===== config.mk =====
export PLATFORM = sky130hd
export DESIGN_NAME = ram_rom_mem
export DESIGN_NICKNAME = d
export VERILOG_FILES = /design/src/rtl/ram_rom_mem.sv
export SDC_FILE = /design/constraint.sdc
export NUM_CORES = 1
export LEC_CHECK = 0
export ABC_AREA = 0
export BUFFER_PORTS_ARGS = -buffer_cell sky130_fd_sc_hd__buf_2
export CORE_MARGIN = 5
export CORE_UTILIZATION = 50
export DETAILED_ROUTE_END_ITERATION = 10
export PLACE_DENSITY_LB_ADDON = 0.08
export SLEW_MARGIN = 25
export SYNTH_ARGS = -nofsm -noshare
export SYNTH_HDL_FRONTEND = slang
export SYNTH_SLANG_ARGS = --single-unit

===== constraint.sdc =====
create_clock -name clock -period 4.7 [get_ports clock]
set_clock_uncertainty 0.05 [all_clocks]
set_input_delay 0.94 -clock clock [delete_from_list [all_inputs] [get_ports clock]]
set_output_delay 0.94 -clock clock [all_outputs]
set_load 0.01 [all_outputs]

===== src/rtl/ram_rom_mem.sv =====
// ram_rom_mem: registered-read memory with a read-only ROM region in the low
// addresses and writable RAM above it. After reset or a restore command, an
// init engine writes the ROM table and then zero fill, one word per cycle.
module ram_rom_mem #(
  parameter int unsigned ADDR_WIDTH = 4,
  parameter int unsigned DATA_WIDTH = 8,
  parameter int unsigned ROM_WORDS  = 4
) (
  input  logic                  clock,
  input  logic                  reset,
  input  logic                  restore,
  input  logic                  re,
  input  logic                  we,
  input  logic [ADDR_WIDTH-1:0] addr,
  input  logic [DATA_WIDTH-1:0] din,
  output logic [DATA_WIDTH-1:0] dout,
  output logic                  dout_valid,
  output logic                  busy,
  output logic                  wr_err
);

  localparam int unsigned DEPTH = 1 << ADDR_WIDTH;
  // Init counter has one extra bit so the terminal compare never wraps.
  localparam int unsigned CW    = ADDR_WIDTH + 1;

  localparam logic [CW-1:0] LAST_ADDR = CW'(DEPTH - 1);
  localparam logic [CW-1:0] ROM_LIMIT = CW'(ROM_WORDS);

  typedef enum logic {
    ST_INIT,
    ST_READY
  } state_t;

  state_t                  state_q, state_d;
  logic [CW-1:0]           cnt_q, cnt_d;
  logic [DATA_WIDTH-1:0]   dout_d;
  logic                    dout_valid_d;
  logic                    busy_d;
  logic                    wr_err_d;

  logic                    mem_we;
  logic [ADDR_WIDTH-1:0]   mem_waddr;
  logic [DATA_WIDTH-1:0]   mem_wdata;
  logic [DATA_WIDTH-1:0]   mem_rdata;
  logic                    addr_in_rom;

  logic [DATA_WIDTH-1:0]   mem [DEPTH];

  // Init contents: ROM table (repeated via the low two bits) below ROM_WORDS, zero above.
  function automatic logic [DATA_WIDTH-1:0] init_word(input logic [CW-1:0] a);
    logic [3:0] t;
    case (a[1:0])
      2'd0:    t = 4'b0100;
      2'd1:    t = 4'b1100;
      2'd2:    t = 4'b0110;
      default: t = 4'b0111;
    endcase
    if (a < ROM_LIMIT) begin
      return DATA_WIDTH'(t);
    end
    return '0;
  endfunction

  assign mem_rdata   = mem[addr];
  assign addr_in_rom = ({1'b0, addr} < ROM_LIMIT);

  // Storage array: single write port shared by the init engine and user writes.
  always_ff @(posedge clock) begin
    if (mem_we) begin
      mem[mem_waddr] <= mem_wdata;
    end
  end

  // State and output registers.
  always_ff @(posedge clock or posedge reset) begin
    if (reset) begin
      state_q    <= ST_INIT;
      cnt_q      <= '0;
      dout       <= '0;
      dout_valid <= 1'b0;
      busy       <= 1'b1;
      wr_err     <= 1'b0;
    end else begin
      state_q    <= state_d;
      cnt_q      <= cnt_d;
      dout       <= dout_d;
      dout_valid <= dout_valid_d;
      busy       <= busy_d;
      wr_err     <= wr_err_d;
    end
  end

  // Next-state, write-port and output logic. Read-first: dout samples the old word.
  always_comb begin
    state_d      = state_q;
    cnt_d        = cnt_q;
    dout_d       = dout;
    dout_valid_d = 1'b0;
    busy_d       = busy;
    wr_err_d     = 1'b0;
    mem_we       = 1'b0;
    mem_waddr    = '0;
    mem_wdata    = '0;

    case (state_q)
      ST_INIT: begin
        mem_we    = 1'b1;
        mem_waddr = cnt_q[ADDR_WIDTH-1:0];
        mem_wdata = init_word(cnt_q);
        cnt_d     = cnt_q + CW'(1);
        if (cnt_q == LAST_ADDR) begin
          state_d = ST_READY;
          busy_d  = 1'b0;
        end
      end

      default: begin
        if (restore) begin
          state_d = ST_INIT;
          cnt_d   = '0;
          busy_d  = 1'b1;
        end else begin
          if (re) begin
            dout_d       = mem_rdata;
            dout_valid_d = 1'b1;
          end
          if (we) begin
            if (addr_in_rom) begin
              wr_err_d = 1'b1;
            end else begin
              mem_we    = 1'b1;
              mem_waddr = addr;
              mem_wdata = din;
            end
          end
        end
      end
    endcase
  end

endmodule


==> metrics.md, run 1 <==
| Metric | Value |
|---|---|
| Clock buffer depth | 2 |
| Vias post-DR | approximately 3000 |
| Cells after synthesis | 350 |
| CTS tree | done |
| Largest stage delay, worst path | around 0.7 ns |
| Routed WL | 12500 um |
| Placer congestion estimate | between 0.8 and 0.9 |
| Vias per cell | roughly 5.6 |
| PortBufs | 27 |
| Residual DRC count | 0 |
| Slowest-stage cell, CP | dfrtp_1 |
| Worst setup EP type | flip-flop |
| Resized cells post-CTS | 0 |
| Final cycle utilization of the critical path | 57.3% |
| Synth area leader | edfxtp_1 |
| Post-route ant nets | 0 |
| Async SR Flop Fraction | between 10% and 20% |
| Die area | 14200 sq um |
| Clk slew on worst S/H paths | approximately 0.060 ns |
| Arr. time, crit path | ~2.7 ns |
| Drt pass-1 iters | 4 |
| Global Route Usage Sum | a little under a fifth |
| Synth Net Count | ~370 |
| Area taken by multi-input logic gates | 1500 sq um |
| Setup TNS | 0 ns |
| Commonest non-fill, non-tap cell in the layout | edfxtp_1 |
| Most frequent cells in the layout | edfxtp_1, mux2i_1, nor2_1 |
| Fin util | a little under three fifths |
| CP startpoint kind | flip-flop |
| Die H | 119 um |
| Non-filler cells, final | roughly 540 |
| Outcome | finished, final reports clean |
| Slew at the pin with the worst max-slew slack | a little under 0.8 ns |
| Worst skew pair latency | between 0.4 and 0.5 ns |
| Final setup violation count | 0 |
| Max_slew headroom | between 40% and 50% |
| Initial Util | roughly 50% |
| H-tree depth | 4 |
| Fin nets | approximately 400 |
| MaxCap Viol Count | 0 |
| Pins over their slew limit | 0 |
| Buffers & Inverters on Critical Path | 2 |
| Hold Path Class | flip-flop to flip-flop |
| Post-DP HPWL | 8260 um |
| Fillers | between 900 and 1000 |
| Clock sinks | 145 |
| RSZ-0062 raised after global routing | no |
| Number of synthesized flops with an enable pin | ~130 |
| Avg Synthesized Cell Area | about 17 sq um |
| Number of global-route vias before repair | roughly 3100 |
| First-pass GRT wire length | 19200 um |
| IO Count | 28 |
| Post-layout min period | between 2 and 3 ns |
| Setup bufs post-CTS | 0 |
| Final hold viol count | 0 |
| # hold bufs at CTS | 0 |
| Netlist cell types | 42 |
| CP max FO | 20 |
| Synthesized flop and latch total | roughly 150 |
| DR iter-0 viols | roughly 310 |
| Crit-path cells | inv_1, nor3b_1, buf_4, a32oi_1, nor2_1 |
| Initial antenna violation count | 0 |
| Row cnt | 40 |
| Placed cells | 510 |
| Share of cells above drive strength 1 | 20.3% |
| CP top delay family | simple AND/OR/NAND/NOR gates |
| Root buffer cell | clkbuf_16 |
| Setup CP Type | flip-flop to flip-flop |
| Leakage | approximately 2.5 nW |
| Ranking of synthesized cells by area | edfxtp_1, dfrtp_1, mux2i_1 |
| Synth Warn # | 0 |
| FMAX | 0.371 GHz |
| Total CTS buffers | 17 |
| Total gr overflow | 0 |
| Max VDD drop | around 320 uV |
| Synth-to-layout area growth | 12.5% |
| Largest net degree at the start of global routing | 28 |
| Number of diodes | 0 |
| Main synth FF type | edfxtp_1 |
| Synth top area share | about 64% |
| Core area | around 12000 sq um |
| Seq. cell area | between 4000 and 5000 sq um |
| Power density cells | roughly 580 nW/um^2 |
| Avg WL per Cell | 23.1 um |
| Post-synthesis cell area | 5970 sq um |
| Part of the Yosys area used for sequential elements | 71.5% |
| Die width | between 100 and 150 um |
| CP required | around 4.7 ns |
[synth_stat cells, types with 2 or more instances]
library cell	n
a21o_1	2
a21oi_1	2
a22o_1	2
a2bb2oi_1	8
a31oi_1	11
a32oi_1	2
and2_1	6
and3_1	2
buf_2	4
buf_4	2
buf_6	3
buf_8	2
clkbuf_4	2
dfrtp_1	16
edfxtp_1	128
ha_1	4
inv_1	9
mux2i_1	32
mux4_1	9
mux4_2	7
nand2_1	21
nand3_1	9
nor2_1	28
nor2b_2	2
nor3_1	2
nor3b_1	3
o21ai_0	8
o221a_2	8
or3_1	3
[routing by layer]
metal | global-route usage (%) | vias up | wire length (um)
met1 | 26.6 | 1497 | 5850
met3 | 5.65 | 10 | 628
li1 | - | 1440 | -
met4 | 6.95 | 0 | 212
met5 | 0 | - | 0
met2 | 27.9 | 68 | 5790
[cells by family (layout without fill, tap and decap cells)]
group / Yosys count / in the layout / synth area share [%]
flip-flops: 145 / 145 / 71.5
AND/OR/NAND/NOR: 81 / 81 / 6.44
multiplexers: 48 / 48 / 12.0
AO/OA/AOI/OAI: 45 / 45 / 5.81
buffers and inverters: 26 / 70 / 3.27
adder cells (fa/ha/maj): 4 / 4 / 0.838
XOR/XNOR: 1 / 1 / 0.147
[worst min-delay path, delay by kind of cell, from the launching register on]
kind	cells	cell delay [ns]
buf+inv	1	0.04
flops	1	0.37
compound gates	1	0.06
[state kept, by name, summed over array words and instances, names as in the netlist]
signal and flops:
busy 1, mem 128, dout_valid 1, state_q 1
cnt_q 5, dout 8, wr_err 1
[through the flow]
step	instance area [sq um]	setup slack (ns)	total power, mW	hold slack [ns]
floorplan	5970	2.18	2.34	0.429
global placement	6150	1.69	2.62	0.428
detailed placement	6150	1.64	2.64	0.419
CTS	6710	2.05	3.91	0.428
global route	6710	1.87	4.06	0.449
finish	6710	2.00	3.87	0.425
[final cells by class]
type | instances | share of cell area, %
clock inverter | 14 | 2.05
timing repair buffer | 30 | 2.35
tap | 147 | 2.74
sequential | 145 | 63.6
multi-input combinational | 179 | 22.4
inverter | 9 | 0.503
clock buffer | 17 | 6.34
[final timing paths]
path	startpoint	endpoint	slack, ns	depth (start not counted)
max	state_q	mem[1][7]	2.00	5
min	busy	busy	0.42	2
max reg2reg	state_q	mem[1][7]	2.00	5
min reg2reg	busy	busy	0.42	2
max in group asynchronous	reset	dout[6]	3.58	2
min in group asynchronous	reset	state_q	0.57	2
[power by group]
group          leakage [nW]  switching [mW]  internal [mW]  total (mW)
registers              1.44           0.118           1.78        1.90
clock network         0.273           0.495          0.774        1.27
logic                 0.791           0.489          0.213       0.702
total                  2.50            1.10           2.77        3.87
Note: power is estimated with default switching activity, not from simulation.
==> inputs of run 2 (changes only) <==
- clock period: 4.7 -> 2.7 ns (I/O delays scaled with it)
==> run 2 against run 1 <==
  * Via count is 7.2% higher
  * Power up 87%
  * Count of clock-buffer cells in the layout up 3
  * Critical endpoint is now mem[1][0]
  * Fmax grew 21%
  * Final area grew 3.7%
  * Largest cell class unchanged
  * Sequential share of layout area fell by 2.3 points
  * Clock power is 110% higher
  * Non-clock buffer count up 19
  * Sequential cell count is the same
==> metrics.md, run 2 (synthesis gave the netlist of run 1 again) <==
| Metric | Value |
|---|---|
| Outcome | finished, final reports clean |
| Routed WL | ~13000 um |
| Die area | roughly 14000 sq um |
| CTS tree | done |
| Max VDD drop | about 420 uV |
| First-pass GRT wire length | slightly below 20000 um |
| Vias post-DR | ~3200 |
| Largest regs | mem x128, dout x8, cnt_q x5 |
| Number of global-route vias before repair | roughly 3300 |
| Row cnt | 40 |
| CP top delay family | compound AO/OA/AOI/OAI gates |
| Most frequent cells in the layout | edfxtp_1, mux2i_1, nor2_1 |
| Final cycle utilization of the critical path | between 80% and 90% |
| Avg WL per Cell | 22.8 um |
| Fin util | about three fifths |
| Setup bufs post-CTS | 0 |
| MaxCap Viol Count | 0 |
| Crit-path cells | or3_1, nor2_1, a22o_1 |
| Synth-to-layout area growth | 16.6% |
| Clock sinks | ~150 |
| Fillers | slightly below 900 |
| R2R Setup Slk | 0.47 ns |
| Initial antenna violation count | 0 |
| # hold bufs at CTS | 0 |
| CP max FO | 16 |
| FMAX | approximately 0.45 GHz |
| IO Count | 28 |
| Vias per cell | 5.76 |
| Root buffer cell | clkbuf_16 |
| Slew at the pin with the worst max-slew slack | ~0.84 ns |
| Clk slew on worst S/H paths | approximately 0.060 ns |
| DR iter-0 viols | 267 |
| Total gr overflow | 0 |
| Die H | between 100 and 150 um |
| Arr. time, crit path | 2.29 ns |
| Drt pass-1 iters | 5 |
| Pins over their slew limit | 0 |
| Largest register FFs | 128 |
| Largest net degree at the start of global routing | 25 |
| Top reg by flops | mem |
| Number of diodes | 0 |
| Power density cells | roughly 1000 nW/um^2 |
| Core area | 11900 sq um |
| Die width | ~120 um |
| Share of cells above drive strength 1 | ~24% |
| Setup TNS | 0 ns |
| Commonest non-fill, non-tap cell in the layout | edfxtp_1 |
| Setup CP Type | flip-flop to flip-flop |
| Buffers & Inverters on Critical Path | 0 |
| Leakage | about 2.7 nW |
| Worst setup EP type | flip-flop |
| Residual DRC count | 0 |
| Global Route Usage Sum | a little under a fifth |
| Resized cells post-CTS | 0 |
| Clock buffer depth | 2 |
| Largest stage delay, worst path | 0.74 ns |
| Placer congestion estimate | between 0.9 and 1 |
| Post-DP HPWL | a little over 8000 um |
| PortBufs | 27 |
| Post-layout min period | around 2.2 ns |
| CP startpoint kind | flip-flop |
| RSZ-0062 raised after global routing | no |
| Fin nets | roughly 420 |
| H-tree depth | 4 |
| Total CTS buffers | 17 |
| Worst skew pair latency | 0.42 ns |
| Slowest-stage cell, CP | a22o_1 |
| Max_slew headroom | 44.1% |
| CP required | 2.75 ns |
| Post-route ant nets | 0 |
| Initial Util | about 50% |
| Final hold viol count | 0 |
| Final setup violation count | 0 |
| Hold Path Class | primary input to async pin |
run 2: changes by cell type in the layout (fill, tap and decap cells not counted), moves of 2 or more:
cell        change
clkinv_4        +2
clkbuf_8        +3
clkinv_2        -3
clkinvlp_4      -2
buf_4          +19
bufinv_16       +3
run 2: area by class of cell:
type                    count  area, sq um  share of cell area, %
well taps                 147          184                   2.64
inverters                   9         33.8                  0.485
clock buffers              20          467                   6.70
flip-flops and latches    145         4270                   61.3
repair buffers             49          300                   4.31
clock inverters            12          203                   2.91
multi-input cells         179         1500                   21.6
run 2: path summary, 6_finish.rpt:
kind,depth (start not counted),startpoint,to
max,3,cnt_q[2],mem[1][0]
min,2,reset,dout[5]
max reg2reg,3,cnt_q[2],mem[1][0]
min reg2reg,2,busy,busy
max in group asynchronous,2,reset,cnt_q[0]
min in group clock,3,restore,busy
run 2: layer usage:
metal | up-vias | global-route usage, % | share of wire, %
met3 | 30 | 5.18 | 6.1
met5 | - | 0 | 0
met2 | 98 | 27.4 | 45
met1 | 1620 | 26.9 | 45
met4 | 0 | 9.78 | 3.3
li1 | 1483 | - | -
run 2: through the flow:
step | hold WS [ns] | worst slack [ns] | instances | area (sq um) | power [mW]
floorplan | 0.415 | 0.580 | 350 | 5970 | 4.07
global placement | 0.424 | 0.192 | 529 | 6290 | 4.67
detailed placement | 0.432 | 0.137 | 529 | 6290 | 4.69
CTS | 0.201 | 0.458 | 561 | 6960 | 7.30
global route | 0.251 | 0.297 | 561 | 6960 | 7.56
finish | 0.185 | 0.468 | 561 | 6960 | 7.25
run 2: power breakdown:
part / switching, mW / internal (mW)
clock: 0.892 / 1.72
combinational: 0.891 / 0.472
sequential: 0.183 / 3.10
total: 1.97 / 5.29
